==> config.mk <==
export PLATFORM = sky130hd
export DESIGN_NAME = priv_trap_ctrl
export DESIGN_NICKNAME = d
export VERILOG_FILES = /design/src/rtl/priv_pkg.sv /design/src/rtl/priv_trap_stack.sv /design/src/rtl/priv_trap_ctrl.sv
export SDC_FILE = /design/constraint.sdc
export NUM_CORES = 1
export LEC_CHECK = 0
export ABC_CLOCK_PERIOD_IN_PS = 7700
export CORE_ASPECT_RATIO = 0.6
export CORE_MARGIN = 3
export CORE_UTILIZATION = 51
export DETAILED_ROUTE_END_ITERATION = 7
export GPL_TIMING_DRIVEN = 0
export PLACE_DENSITY = 0.76
export SLEW_MARGIN = 20
export SYNTH_ARGS = -nofsm -noshare
export SYNTH_HDL_FRONTEND = slang
export SYNTH_HIERARCHICAL = 1
export SYNTH_SLANG_ARGS = --single-unit
==> constraint.sdc <==
create_clock -name clk -period 7.7 [get_ports clk]
set_input_delay 1.54 -clock clk [delete_from_list [all_inputs] [get_ports clk]]
set_output_delay 1.54 -clock clk [all_outputs]
set_load 0.05 [all_outputs]
==> src/rtl/priv_pkg.sv <==
// Shared types and register indices for the privileged register file and trap controller.
package priv_pkg;

    typedef enum logic [1:0] {
        ST_RUN      = 2'd0,
        ST_REDIRECT = 2'd1,
        ST_HALT     = 2'd2
    } state_t;

    localparam int RM_EPC    = 0;
    localparam int RM_FADDR  = 1;
    localparam int RM_INFO   = 2;
    localparam int RM_CAUSE  = 3;
    localparam int RM_STATUS = 4;

endpackage

==> src/rtl/priv_trap_stack.sv <==
// LIFO of saved trap contexts; the element type is supplied by the instantiating module.
module priv_trap_stack #(
    parameter int  DEPTH = 2,
    parameter type T     = logic,
    localparam int CNT_W = $clog2(DEPTH + 1)
) (
    input  logic             clk,
    input  logic             reset,
    input  logic             push,
    input  logic             pop,
    input  T                 push_data,
    output T                 top,
    output logic [CNT_W-1:0] depth,
    output logic             full,
    output logic             empty
);
    localparam int PTR_W = (DEPTH > 1) ? $clog2(DEPTH) : 1;

    T                 mem [DEPTH];
    logic [CNT_W-1:0] count;
    logic [PTR_W-1:0] wr_ptr;
    logic [PTR_W-1:0] rd_ptr;

    assign full   = (count == CNT_W'(DEPTH));
    assign empty  = (count == '0);
    assign depth  = count;
    assign wr_ptr = PTR_W'(count);
    assign rd_ptr = PTR_W'(count - CNT_W'(1));
    assign top    = mem[rd_ptr];

    // NOTE: sequential state uses non-blocking assignments so every register samples pre-edge values.
    always_ff @(posedge clk) begin
        if (!reset) begin
            count <= '0;
        end else if (push && !full) begin
            count <= count + 1'b1;
        end else if (pop && !empty) begin
            count <= count - 1'b1;
        end
    end

    // NOTE: storage is deliberately not reset; an entry is only read after it has been pushed.
    always_ff @(posedge clk) begin
        if (push && !full) begin
            mem[wr_ptr] <= push_data;
        end
    end

endmodule

==> src/rtl/priv_trap_ctrl.sv <==
// Privileged rm register file with nested traps, iret, double-fault halt and a read port.
// Define PRIV_TRAP_COUNT_EN to add per-cause saturating trap counters readable at idx NUM_RM+cause.
module priv_trap_ctrl
    import priv_pkg::*;
#(
    parameter int              XLEN          = 32,
    parameter int              NUM_RM        = 5,
    parameter int              CAUSE_W       = 3,
    parameter int              NEST_DEPTH    = 2,
    parameter logic [XLEN-1:0] TRAP_VECTOR   = 'h2000,
    parameter logic [XLEN-1:0] DFAULT_VECTOR = 'h3000,
    parameter logic [XLEN-1:0] RM0_RESET     = 'h1000,
    localparam int             IDX_W         = $clog2(NUM_RM + 2**CAUSE_W),
    localparam int             DEPTH_W       = $clog2(NEST_DEPTH + 1)
) (
    input  logic               clk,
    input  logic               reset,
    input  logic [IDX_W-1:0]   in_rm_idx,
    input  logic               in_write_enable,
    input  logic [XLEN-1:0]    in_write_data,
    input  logic [CAUSE_W-1:0] in_exception_vector,
    input  logic [XLEN-1:0]    in_fault_pc,
    input  logic [XLEN-1:0]    in_fault_addr,
    input  logic [XLEN-1:0]    in_additional_info,
    output logic [XLEN-1:0]    out_rd_data,
    output logic               out_supervisor_mode,
    output logic               out_overwrite_PC,
    output logic [XLEN-1:0]    out_new_address,
    output logic               out_priv_violation,
    output logic [DEPTH_W-1:0] out_nest_depth,
    output logic               out_halted
);
    typedef struct packed {
        logic [XLEN-1:0] epc;
        logic [XLEN-1:0] faddr;
        logic [XLEN-1:0] info;
        logic [XLEN-1:0] cause;
        logic            sup;
    } ctx_t;

    state_t          state, state_next;
    logic            halt_pending;
    logic [XLEN-1:0] rm [NUM_RM];
    logic [XLEN-1:0] target;
    logic            viol_q;

    logic active, trap, wr, sup, is_status, in_range;
    logic iret, rm_wr, viol;
    logic stk_push, stk_pop, stk_full, stk_empty;
    ctx_t push_ctx, pop_ctx;

    // Once the double-fault redirect is scheduled, nothing else is accepted.
    assign active    = (state != ST_HALT) && !halt_pending;
    assign trap      = active && (in_exception_vector != '0);
    assign wr        = active && !trap && in_write_enable;
    assign sup       = rm[RM_STATUS][0];
    assign is_status = (in_rm_idx == IDX_W'(RM_STATUS));
    assign in_range  = (in_rm_idx < IDX_W'(NUM_RM));
    assign iret      = wr && sup && is_status;
    assign rm_wr     = wr && sup && in_range && !is_status;
    assign viol      = wr && !sup;
    assign stk_push  = trap && !stk_full;
    assign stk_pop   = iret && !stk_empty;

    assign push_ctx = '{epc:   rm[RM_EPC],
                        faddr: rm[RM_FADDR],
                        info:  rm[RM_INFO],
                        cause: rm[RM_CAUSE],
                        sup:   sup};

    priv_trap_stack #(
        .DEPTH (NEST_DEPTH),
        .T     (ctx_t)
    ) u_stack (
        .clk       (clk),
        .reset     (reset),
        .push      (stk_push),
        .pop       (stk_pop),
        .push_data (push_ctx),
        .top       (pop_ctx),
        .depth     (out_nest_depth),
        .full      (stk_full),
        .empty     (stk_empty)
    );

    always_ff @(posedge clk) begin
        if (!reset) begin
            state <= ST_RUN;
        end else begin
            state <= state_next;
        end
    end

    // NOTE: every always_comb output gets a default first so no path can infer a latch.
    always_comb begin
        state_next = state;
        case (state)
            ST_RUN, ST_REDIRECT: begin
                if (trap || iret) begin
                    state_next = ST_REDIRECT;
                end else if (halt_pending) begin
                    state_next = ST_HALT;
                end else begin
                    state_next = ST_RUN;
                end
            end
            ST_HALT: state_next = ST_HALT;
            default: state_next = ST_RUN;
        endcase
    end

    always_ff @(posedge clk) begin
        if (!reset) begin
            for (int i = 0; i < NUM_RM; i++) begin
                rm[i] <= '0;
            end
            rm[RM_EPC]    <= RM0_RESET;
            rm[RM_STATUS] <= XLEN'(1);
            target        <= '0;
            halt_pending  <= 1'b0;
            viol_q        <= 1'b0;
        end else begin
            viol_q <= viol;
            if (trap) begin
                halt_pending        <= stk_full;
                target              <= stk_full ? DFAULT_VECTOR : TRAP_VECTOR;
                rm[RM_EPC]          <= in_fault_pc;
                rm[RM_FADDR]        <= in_fault_addr;
                rm[RM_INFO]         <= in_additional_info;
                rm[RM_CAUSE]        <= XLEN'(in_exception_vector);
                rm[RM_STATUS][0]    <= 1'b1;
            end else if (iret) begin
                target <= rm[RM_EPC];
                if (!stk_empty) begin
                    rm[RM_EPC]       <= pop_ctx.epc;
                    rm[RM_FADDR]     <= pop_ctx.faddr;
                    rm[RM_INFO]      <= pop_ctx.info;
                    rm[RM_CAUSE]     <= pop_ctx.cause;
                    rm[RM_STATUS][0] <= pop_ctx.sup;
                end else begin
                    rm[RM_STATUS] <= in_write_data;
                end
            end else if (rm_wr) begin
                for (int i = 0; i < NUM_RM; i++) begin
                    if (in_rm_idx == IDX_W'(i)) begin
                        rm[i] <= in_write_data;
                    end
                end
            end
        end
    end

`ifdef PRIV_TRAP_COUNT_EN
    localparam int NUM_CAUSE = 2**CAUSE_W;

    logic [15:0] trap_count [1:NUM_CAUSE-1];

    always_ff @(posedge clk) begin
        if (!reset) begin
            for (int c = 1; c < NUM_CAUSE; c++) begin
                trap_count[c] <= '0;
            end
        end else if (trap) begin
            for (int c = 1; c < NUM_CAUSE; c++) begin
                if (in_exception_vector == CAUSE_W'(c) && trap_count[c] != '1) begin
                    trap_count[c] <= trap_count[c] + 16'd1;
                end
            end
        end
    end
`endif

    always_comb begin
        out_rd_data = '0;
        for (int i = 0; i < NUM_RM; i++) begin
            if (in_rm_idx == IDX_W'(i)) begin
                out_rd_data = rm[i];
            end
        end
`ifdef PRIV_TRAP_COUNT_EN
        for (int c = 1; c < NUM_CAUSE; c++) begin
            if (in_rm_idx == IDX_W'(NUM_RM + c)) begin
                out_rd_data = XLEN'(trap_count[c]);
            end
        end
`endif
    end

    assign out_supervisor_mode = sup;
    assign out_overwrite_PC    = (state == ST_REDIRECT);
    assign out_new_address     = (state == ST_REDIRECT) ? target : '0;
    assign out_priv_violation  = viol_q;
    assign out_halted          = (state == ST_HALT);

endmodule

; Word level (Yosys, flattened, before mapping)
; Memory sizes are Yosys's and may differ from the RTL's.
; Index checks and enable logic that the tools add are counted.
[classes]
n_addsub = 2
multipliers = 0
n_div = 0
magnitude_cmp = 1
eq_ne = 8
shifts = 0
mux = 80
bitwise_logic = 20
reduce_logical = 27
[ops]
columns = operator, n
row1 = 2-to-1 mux 32 bit, 22
row2 = 2-to-1 mux 31 bit, 2
row3 = 2-to-1 mux 1 bit, 50
row4 = OR 1 bit, 20
row5 = logical AND 1 bit, 13
row6 = 2-to-1 mux 13 bit, 1
row7 = == test 4 x 2 -> 1 bit (second input constant), 2
row8 = 2-to-1 mux 2 bit, 4
row9 = logical NOT 1 bit, 6
row10 = == test 2 bit (second input constant), 2
row11 = == test 4 x 1 -> 1 bit (second input constant), 1
row12 = == test 4 x 3 -> 1 bit (second input constant), 1
row13 = logical NOT 2 bit, 2
row14 = logical NOT 4 bit, 1
row15 = less-than comparator 4 x 3 -> 1 bit (second input constant), 1
row16 = case mux 2 bit (2 select lines), 1
row17 = nonzero test 2 bit, 2
row18 = nonzero test 3 bit, 1
row19 = adder 2 x 1 -> 2 bit (second input constant), 1
row20 = == test 2 x 1 -> 1 bit (second input constant), 1
row21 = != test 2 bit (second input constant), 1
row22 = OR reduction 2 bit, 1
row23 = subtractor 2 x 1 -> 2 bit (second input constant), 1
row24 = logical OR 1 bit, 1
[word_totals]
ff_bits = 38
latch_bits = 0
ramBits = 418
romBits = 0
input_bits = 138
n_memories = 2
[mem_list]
columns = name, words, width, rd, rd_clocked_by_memory_dff, wr, line_no
row1 = u_stack.mem, 2, 129, 1, 0, 1, priv_trap_stack.sv:19  ; T mem [DEPTH];
row2 = rm, 5, 32, 5, 0, 5, priv_trap_ctrl.sv:43  ; logic [XLEN-1:0] rm [NUM_RM];

; Logic depth before layout (Yosys ltp)
; Gate-level depths: netlist of run 1.
[depth]
ltp_word = 15
mapped_depth = 10
mapped_depth_nobuf = 7

; Cells and area by module
; Netlist of run 1, hierarchy kept.
[by_module_without_submodules]
columns = module, n_inst, cells_each, area_per_inst_um2, seq_area_each_um2
row1 = priv_trap_ctrl, 1, 892, 10156.0, 5525.3
row2 = priv_trap_stack, 1, 421, 9824.4, 7787.5

; Worst setup path before layout of run 1
; OpenSTA, ideal clock, no wires.
[synth_timing]
path_type = input to register
from = in in_exception_vector[0]
to = mem u_stack/mem[0][0] (netlist bit) (enable)
setup_ps = 619
arrival_time_ps = 7694
t_required_ps = 7081
path_slack_ps = -613
cell_stages = 6
cell_sequence = nor3_1 -> or3_1 -> clkbuf_1 -> nor2_1 -> nand2b_1 -> nor2_1
[synth_between]
elab_chain_len = 6
[synth_lines]
columns = element, line_no
row1 = start: declaration, priv_trap_ctrl.sv:21  ; input logic [CAUSE_W-1:0] in_exception_vector,
row2 = nonzero test 3 bit, priv_trap_ctrl.sv:54  ; assign trap = active && (in_exception_vector != '0);
row3 = logical AND 1 bit, priv_trap_ctrl.sv:54
row4 = logical AND 1 bit, priv_trap_ctrl.sv:62  ; assign stk_push = trap && !stk_full;
row5 = named net stk_push, priv_trap_ctrl.sv:49  ; logic stk_push, stk_pop, stk_full, stk_empty;
row6 = logical AND 1 bit, priv_trap_stack.sv:44  ; if (push && !full) begin
row7 = 2-to-1 mux 1 bit, priv_trap_stack.sv:44
row8 = 2-to-1 mux 1 bit (not written as such), priv_trap_stack.sv:45  ; mem[wr_ptr] <= push_data;
row9 = end: declaration, priv_trap_stack.sv:19
; The timed path passes the listed nets, and every way through them passes these cells.

; Worst setup path after layout of run 1
[layout_timing]
from = in in_rm_idx[1]
to = out out_rd_data[2]
[layout_between]
elab_chain_len = 6
elab_cells_between_ends = 10
[layout_lines]
columns = element, line_no
row1 = start: declaration, priv_trap_ctrl.sv:18  ; input logic [IDX_W-1:0] in_rm_idx,
row2 = logical NOT 4 bit, priv_trap_ctrl.sv:176  ; if (in_rm_idx == IDX_W'(i)) begin
row3 = 2-to-1 mux 32 bit (4 in a row), priv_trap_ctrl.sv:176
row4 = 2-to-1 mux 32 bit (*), priv_trap_ctrl.sv:176
row5 = end: declaration, priv_trap_ctrl.sv:25  ; output logic [XLEN-1:0] out_rd_data,
; Every way passes the cells marked *; elsewhere a longest branch is shown, timed or not.

==> results.cfg, run 1 <==
[status]
status = finished clean

[placed_design]
hpwl_mm = 42.1
dpl_worst_slack_ns = 1.58
place.gp.congestion = 0.856
port_buffers = 203

[route]
met3_length_mm = 7.64
wl_mm = 60.5
firstDrtPassIters = 7
drt_iter0_markers = 2046
wire_per_inst_um = 28.5
drc = 0
viasPerCell = 6.48
dr_total_vias = 13800
met1_length_mm = 23.6
met2WireLength_mm = 26.9
top_layer = met5
ant_nets = 0

[final_layout]
drive_gt1_share_pct = 17.1
multiInputGateArea_sq_um = 5990
nets = 1716
final-seq-area_sq_um = 13300
syn_to_final_growth_pct = 22.2
fillerInstances = 2726

[sta]
rsz0062_at_grt = no
final-max-slew-violation-count = 0
final.min_clock_period_ns = 6.30
clock-skew-final_ns = 0.0255
timing.slew.headroom_pct = 32.3
post-route-period-util_pct = 81.8
setup_violations = 0
finalHoldViolCount = 0
fmax_mhz = 159
hold_slack_ns = 0.468
setup_slack_ns = 1.40
worst_pin_slew_ns = 1.01

[cts]
postCtsHoldBufs = 0
clock_latency_ns = 0.56
clkTransAtPathRegs_ns = 0.06
clk_path_buf_depth = 3
cts-root-buf = clkbuf_16
cts_tree = built
cts_resized = 0
cts_made_buffers = 42
cts-htree-levels = 2
postCtsSetupRepairBufs = 0
clkSinkCount = 456

[floorplan]
fp-row-count = 55
floorplan.initialDensity_pct = 52.3
die_h_um = 159
die_w_um = 262
ios = 208
core_sq_um = 38200
die_area_sq_um = 41700

[synthesis]
synth_edf_count = 418
synth_top_cell_by_area = edfxtp_1
synth_top_area_share_pct = 62.8
netlist_area_sq_um = 20000
syn_nets = 1453
synth-seq-cells = 456
syn_inst = 1313
synth.most_common_cell = edfxtp_1
yosysWarnings = 6
yosys.cell_types.count = 47
synth_ff_type = edfxtp_1
async_flop_share_pct = 0
yosysSeqAreaShare_pct = 66.6
syn_area_per_cell_sq_um = 15.2
synth_common_cells = edfxtp_1 (418), mux2_4 (89), and2_1 (69)
synthTopCellsByArea = edfxtp_1 (63%), mux2_4 (6.7%), dfxtp_1 (3.8%)

[grt]
gr-total-overflow = 0
antenna_found_initial = 4
track_usage_pct = 28.7
grt_max_degree = 33
grt_pass1_wl_mm = 87.2
grt_pass1_vias = 13500

[power_and_ir_drop]
netSwitchingFraction_pct = 30.1
seqPwrFrac_pct = 48.6
p_int_w = 0.00613
leakage_nw = 9.34
power.density_nw_per_um2 = 359
combPwrFrac_pct = 28.3
p_clk_share_pct = 23.1
max-vdd-ir-drop_uv = 286
switchingPower_w = 0.00264

[critical_path]
critPathMaxStageDelay_ns = 0.85
critPathBufInv = 3
cp-start-kind = primary input
worstPathRequired_ns = 6.16
cp_common_cell = clkbuf_1
path_delay_family = buffers and inverters
cp_max_fo = 10
slowest_stage = clkdlybuf4s50_1
path_cells = clkbuf_1 > nor4b_2 > clkbuf_1 > a222oi_1 > a31oi_1 > clkdlybuf4s50_1
arrival_ns = 4.76
path_class = primary input to output port
endpoint_kind = output port

[min_path]
hold_class = flop to flop

[flow_run]
cap_violations = 0
==> layer usage <==
| metal | up-vias | track usage [%] |
|---|---|---|
| met1 | 6876 | 40.6 |
| met4 | 8 | 10.9 |
| met3 | 141 | 7.18 |
| li1 | 5737 | - |
| met5 | - | 0 |
| met2 | 1000 | 42.9 |
==> layout by cell type, fill, tap and decap left out, drive strengths merged <==
cell type and instances:
clkbuf 123, mux2 129, ha 2, a31oi 33
o22ai 1, a22o 29, nor3 4, nand2 44
nor3b 1, nand2b 4, and2b 1, nor4 2
a222oi 31, o31ai 1, mux4 1, inv 39
and2 70, clkdlybuf4s50 203, edfxtp 418, mux2i 64
o211a 1, a21oi 31, dfxtp 38, and3 34
nor4b 4, or3 6, a21boi 5, clkinv 9
diode 1, o21ai 28, nor2 39, nand3 36
nor2b 3, buf 70, a32oi 65, or4b 1
a221o 35, o211ai 4
==> stage by stage <==
stage,TNS (ns),cells,power (W),util (%),instance area (sq um)
final,0,2123,0.00877,63.9,24400
after global routing,0,2122,0.00905,63.9,24400
after CTS,0,2122,0.00874,63.9,24400
after detailed placement,0,2045,0.00674,60.5,23100
after global placement,-1295.44,2029,0.00622,59.3,22700
after floorplan,-158.16,1313,0.00577,-,20000
==> power groups by stage <==
stage | Combinational, W | Clock, W | Sequential (W)
detailed placement | 0.00244 | 0 | 0.00430
global route | 0.00257 | 0.00213 | 0.00434
global placement | 0.00191 | 0 | 0.00432
finish | 0.00248 | 0.00202 | 0.00427
floorplan | 0.00145 | 0 | 0.00432
CTS | 0.00245 | 0.00204 | 0.00425
==> final timing paths <==
check               start                  to  slack [ns]  cells past startpoint
min reg2reg    rm[0][101]   u_stack/mem[1][6]        0.47                      0
min            rm[0][101]   u_stack/mem[1][6]        0.47                      0
max reg2reg      state[1]  u_stack/mem[1][28]        4.53                     10
max          in_rm_idx[1]      out_rd_data[2]        1.40                      6
==> flip-flops by register name (all words and copies together) (netlist names) <==
signal / flops
u_stack/mem: 258
halt_pending: 1
out_priv_violation: 1
u_stack/depth: 2
target: 32
state: 2
rm: 160
==> area by class of cell <==
class	instances	area share, %
Buffer	111	2.46
Inverter	37	0.569
Clock inverter	11	0.241
Timing Repair Buffer	219	9.88
Antenna cell	1	0.0103
Clock buffer	66	5.14
Sequential cell	456	54.5
Multi-Input combinational cell	709	24.5
Tap cell	513	2.63
==> kinds of logic (layout without fill, tap and decap cells) <==
logic type	Yosys count	in the layout	share of synthesized area, %
compound gates	264	264	10.4
fa+ha+maj	2	2	0.125
buf+inv	148	444	3.69
flops	456	456	66.6
mux	194	194	12.3
other cells	0	1	0
simple gates	249	249	6.89
==> worst register-to-register path: cells and delay by family (launching register included) <==
family,cells,cell delay [ns]
and+or+nand+nor,5,1.40
buffers and inverters,5,1.08
DFF,1,0.35
Note: power is estimated with default switching activity, not from simulation.
==> run 2, diff against run 1 <==
--- a/config.mk
+++ b/config.mk
@@ -5,13 +5,13 @@
 export SDC_FILE = /design/constraint.sdc
 export NUM_CORES = 1
 export LEC_CHECK = 0
-export ABC_CLOCK_PERIOD_IN_PS = 7700
+export ABC_CLOCK_PERIOD_IN_PS = 5800
 export CORE_ASPECT_RATIO = 0.6
 export CORE_MARGIN = 3
-export CORE_UTILIZATION = 51
+export CORE_UTILIZATION = 57
 export DETAILED_ROUTE_END_ITERATION = 7
 export GPL_TIMING_DRIVEN = 0
-export PLACE_DENSITY = 0.76
+export PLACE_DENSITY = 0.8
 export SLEW_MARGIN = 20
 export SYNTH_ARGS = -nofsm -noshare
 export SYNTH_HDL_FRONTEND = slang
==> constraint.sdc (replaced) <==
create_clock -name clk -period 5.8 [get_ports clk]
set_input_delay 1.16 -clock clk [delete_from_list [all_inputs] [get_ports clk]]
set_output_delay 1.16 -clock clk [all_outputs]
set_load 0.05 [all_outputs]
==> run 2 against run 1 <==
Against the previous run:
- the run now ends with DRC left
- final cell count down 2.4%
- clock power grew 35%
- clock skew hardly changed
- hold slack better by 0.011 ns
- first-iteration DRC count is 10% higher
==> results.cfg, run 2 (synthesis results as in run 1) <==
[critical_path]
worstPathRequired_ns = 4.64
arrival_ns = 4.34
cp-start-kind = primary input
endpoint_kind = output port
cp_max_fo = 10
reg2reg_slack_ns = 2.64
path_class = primary input to output port

[cts]
cts_tree = built
cts_resized = 0
clock_latency_ns = 0.57
postCtsHoldBufs = 0
clkTransAtPathRegs_ns = 0.07
postCtsSetupRepairBufs = 0
clkSinkCount = 456
cts-htree-levels = 2
cts_made_buffers = 41
clk_path_buf_depth = 3
cts-root-buf = clkbuf_16

[final_layout]
final_cell_mix = edfxtp_1 (418), clkdlybuf4s50_1 (203), mux2_4 (89), clkbuf_1 (70), and2_1 (69)
final-seq-area_sq_um = 13300
top_register = u_stack/mem
syn_to_final_growth_pct = 22.0
top_regs = u_stack/mem (258), rm (160), target (32)
layout_commonest_cell = edfxtp_1
largest_register_ffs = 258
multiInputGateArea_sq_um = 5990
drive_gt1_share_pct = 17.2
fillerInstances = 2238
utilization_pct = 71.5
nets = 1715
fin_area_sq_um = 24400

[sta]
fin_tns_setup_ns = 0
timing.slew.headroom_pct = 34.2
rsz0062_at_grt = no
worst_pin_slew_ns = 0.979
final.min_clock_period_ns = 5.50
post-route-period-util_pct = 94.9
final-max-slew-violation-count = 0
finalHoldViolCount = 0
setup_violations = 0
fmax_mhz = 182
clock-skew-final_ns = 0.0252
hold_slack_ns = 0.479

[status]
status = complete, but fails checks
violations = DRC

[floorplan]
core_sq_um = 34100
die_h_um = 151
fp-row-count = 52
die_w_um = 248
die_area_sq_um = 37400
floorplan.initialDensity_pct = 58.6
ios = 208

[power_and_ir_drop]
max-vdd-ir-drop_uv = 264
power.density_nw_per_um2 = 480
total_power_w = 0.0117
leakage_nw = 9.35

[route]
dr_total_vias = 14000
firstDrtPassIters = 8
drt_iter0_markers = 2253
wl_mm = 61.3
ant_nets = 0
drc = 11
wire_per_inst_um = 29.6
viasPerCell = 6.78

[flow_run]
cap_violations = 0

[grt]
antenna_found_initial = 4
gr-total-overflow = 0
track_usage_pct = 32.5
grt_pass1_vias = 13900
grt_max_degree = 33
grt_pass1_wl_mm = 87.4

[placed_design]
hpwl_mm = 42.0
place.gp.congestion = 0.950
port_buffers = 203
dpl_cell_area_sq_um = 23000

[min_path]
hold_class = flop to flop
[run 2: changes by cell type in the layout (fill, tap and decap cells not counted), sizes merged]
cell    delta
diode      +3
clkinv     -2
bufinv     +1
[run 2: worst paths after layout]
kind,endpoint,cells past startpoint,start
worst max-delay path,out_rd_data[28],6,in_rm_idx[2]
worst min-delay path,u_stack/mem[1][15],0,rm[0][110]
worst max register to register,rm[0][119],10,u_stack/depth[0]
worst min register to register,u_stack/mem[1][15],0,rm[0][110]
[run 2: layout make-up]
| type | count | share of cell area (%) |
|---|---|---|
| antenna | 4 | 0.0411 |
| tap | 459 | 2.36 |
| clock buffer | 66 | 5.14 |
| clock inverter | 10 | 0.328 |
| sequential | 456 | 54.6 |
| buffer | 111 | 2.46 |
| inverter | 37 | 0.570 |
| timing repair buffer | 219 | 9.96 |
| multi-input combinational | 709 | 24.6 |
[run 2: metal layers]
layer  vias up  part of all wire, %  global-route usage, %
met4         0                  4.7                   16.6
met5         -                    0                      0
li1       5736                    -                      -
met3       182                   14                   7.31
met2      1233                   45                   48.8
met1      6897                   36                   45.1
[run 2: stage by stage]
| stage | setup WS, ns | cells |
|---|---|---|
| detailed placement | 0.303 | 1991 |
| global route | 0.191 | 2071 |
| finish | 0.297 | 2071 |
| floorplan | -2.13 | 1313 |
| CTS | 0.253 | 2067 |
| global placement | -6.48 | 1975 |
[run 2: worst max-delay path: stages]
cell and delay [ns]:
clkbuf_1 0.16, nor4_2 0.89, clkbuf_1 0.69, a222oi_1 0.27, a31oi_1 0.31, clkdlybuf4s50_1 0.86
[run 2: report_power, final]
group,internal (W),total [W],switching (W)
logic,0.00147,0.00330,0.00183
clock network,0.00153,0.00272,0.00119
registers,0.00517,0.00569,0.000517
total,0.00817,0.0117,0.00354
==> run 3, diff against run 2 <==
--- a/config.mk
+++ b/config.mk
@@ -5,13 +5,11 @@
 export SDC_FILE = /design/constraint.sdc
 export NUM_CORES = 1
 export LEC_CHECK = 0
-export ABC_CLOCK_PERIOD_IN_PS = 5800
 export CORE_ASPECT_RATIO = 0.6
 export CORE_MARGIN = 3
-export CORE_UTILIZATION = 57
+export CORE_UTILIZATION = 40
 export DETAILED_ROUTE_END_ITERATION = 7
 export GPL_TIMING_DRIVEN = 0
-export PLACE_DENSITY = 0.8
 export SLEW_MARGIN = 20
 export SYNTH_ARGS = -nofsm -noshare
 export SYNTH_HDL_FRONTEND = slang
==> run 3 against run 2 <==
Against the previous run:
- the flow still finishes with violations (DRC)
- first-iteration DRC count shrank 13%
- utilization shrank 20 points
- clock-buffer cell count is the same
- global-route usage shrank 8.6 points
- combinational power grew 2%
- register-to-register slack lost 0.04 ns
- hold slack lost 0.0076 ns
- sequential power shrank 0.9%
- critical path type unchanged
==> results.cfg, run 3 (synthesis results as in run 1) <==
[critical_path]
path_class = primary input to output port
cp_common_cell = clkbuf_1
path_cells = clkbuf_1 > nor4b_1 > clkbuf_1 > a222oi_1 > a31oi_1 > clkdlybuf4s50_1
arrival_ns = 4.46
cp-start-kind = primary input
worstPathRequired_ns = 4.64
cp_max_fo = 10
critPathMaxStageDelay_ns = 0.87
endpoint_kind = output port
slowest_stage = clkdlybuf4s50_1

[cts]
postCtsSetupRepairBufs = 0
clock_latency_ns = 0.57
clkTransAtPathRegs_ns = 0.06
clk_path_buf_depth = 3
cts_made_buffers = 43
cts-htree-levels = 2
clkSinkCount = 456
cts_resized = 0
cts_tree = built
postCtsHoldBufs = 0
cts-root-buf = clkbuf_16

[grt]
grt_pass1_wl_mm = 90.7
met1_usage_pct = 34.2
grt_pass1_vias = 13200
use_met3_pct = 4.49
busiest_layer = met2
track_usage_pct = 24.0
gr-total-overflow = 0
grt_max_degree = 33
antenna_found_initial = 2
grt_use_met2_pct = 36.4

[floorplan]
floorplan.initialDensity_pct = 41.1
ios = 208
die_w_um = 295
fp-row-count = 62
core_sq_um = 48600
die_h_um = 179
die_area_sq_um = 52800

[final_layout]
syn_to_final_growth_pct = 24.1
top_register = u_stack/mem
nets = 1719
drive_gt1_share_pct = 18.0
fillerInstances = 4120
utilization_pct = 51.1
final_cell_mix = edfxtp_1 (418), clkdlybuf4s50_1 (203), mux2_4 (89), and2_1 (69), a32oi_1 (65)
top_regs = u_stack/mem (258), rm (160), target (32)
largest_register_ffs = 258
layout_commonest_cell = edfxtp_1
final-seq-area_sq_um = 13300
multiInputGateArea_sq_um = 5970

[sta]
worst_pin_slew_ns = 1.09
post-route-period-util_pct = 96.9
clock-skew-final_ns = 0.0290
final-max-slew-violation-count = 0
setup_violations = 0
rsz0062_at_grt = no
fmax_mhz = 178
setup_slack_ns = 0.178
timing.slew.headroom_pct = 26.5
finalHoldViolCount = 0
final.min_clock_period_ns = 5.62
fin_tns_setup_ns = 0

[status]
violations = DRC
status = complete, but fails checks

[route]
wire_per_inst_um = 28.4
wl_mm = 64.0
drc = 12
firstDrtPassIters = 8
drt_iter0_markers = 1965
dr_total_vias = 13400
ant_nets = 0
viasPerCell = 5.96

[min_path]
hold_class = flop to flop

[power_and_ir_drop]
leakage_nw = 9.46
total_power_w = 0.0119
max-vdd-ir-drop_uv = 294
power.density_nw_per_um2 = 481

[placed_design]
dpl_worst_slack_ns = 0.317
hpwl_mm = 44.6
place.gp.congestion = 0.857
port_buffers = 203

[flow_run]
cap_violations = 0
run 3: path summary, 6_finish.rpt:
kind	cells past startpoint	slack, ns	to	startpoint
setup / recovery	6	0.18	out_rd_data[1]	in_rm_idx[1]
hold / removal	2	0.47	target[21]	target[21]
setup reg to reg	10	2.60	rm[0][31]	u_stack/depth[0]
hold reg to reg	2	0.47	target[21]	target[21]
run 3: through the flow:
step	cell area [sq um]	hold slack, ns	cells
3_3_place_gp	22800	0.449	2156
5_1_grt	24800	0.488	2256
2_1_floorplan	20000	0.439	1313
4_1_cts	24800	0.474	2254
6_report	24800	0.471	2256
3_5_place_dp	23300	0.462	2174
run 3: worst max-delay path: cells and delay by family:
family,cells,cell delay (ns)
buffers and inverters,3,1.86
AOI/OAI and AO/OA,2,0.57
and+or+nand+nor,1,0.85
run 3: layout make-up:
| type | count | share of cell area, % |
|---|---|---|
| Clock inverter | 14 | 0.494 |
| Multi-Input combinational cell | 709 | 24.1 |
| Clock buffer | 66 | 5.51 |
| Sequential cell | 456 | 53.7 |
| Antenna cell | 2 | 0.0202 |
| Buffer | 111 | 2.42 |
| Tap cell | 640 | 3.23 |
| Timing Repair Buffer | 221 | 10.0 |
| Inverter | 37 | 0.560 |
run 3: layer usage:
metal / vias to the layer above / part of all wire [%]
li1: 5741 / -
met1: 6780 / 42
met2: 791 / 44
met3: 129 / 9.8
met4: 0 / 4.0
met5: - / 0
run 3: power by group:
group,internal [W],total (W),switching [W]
combinational,0.00151,0.00336,0.00185
clock,0.00168,0.00294,0.00126
sequential,0.00516,0.00564,0.000476
total,0.00836,0.0119,0.00358
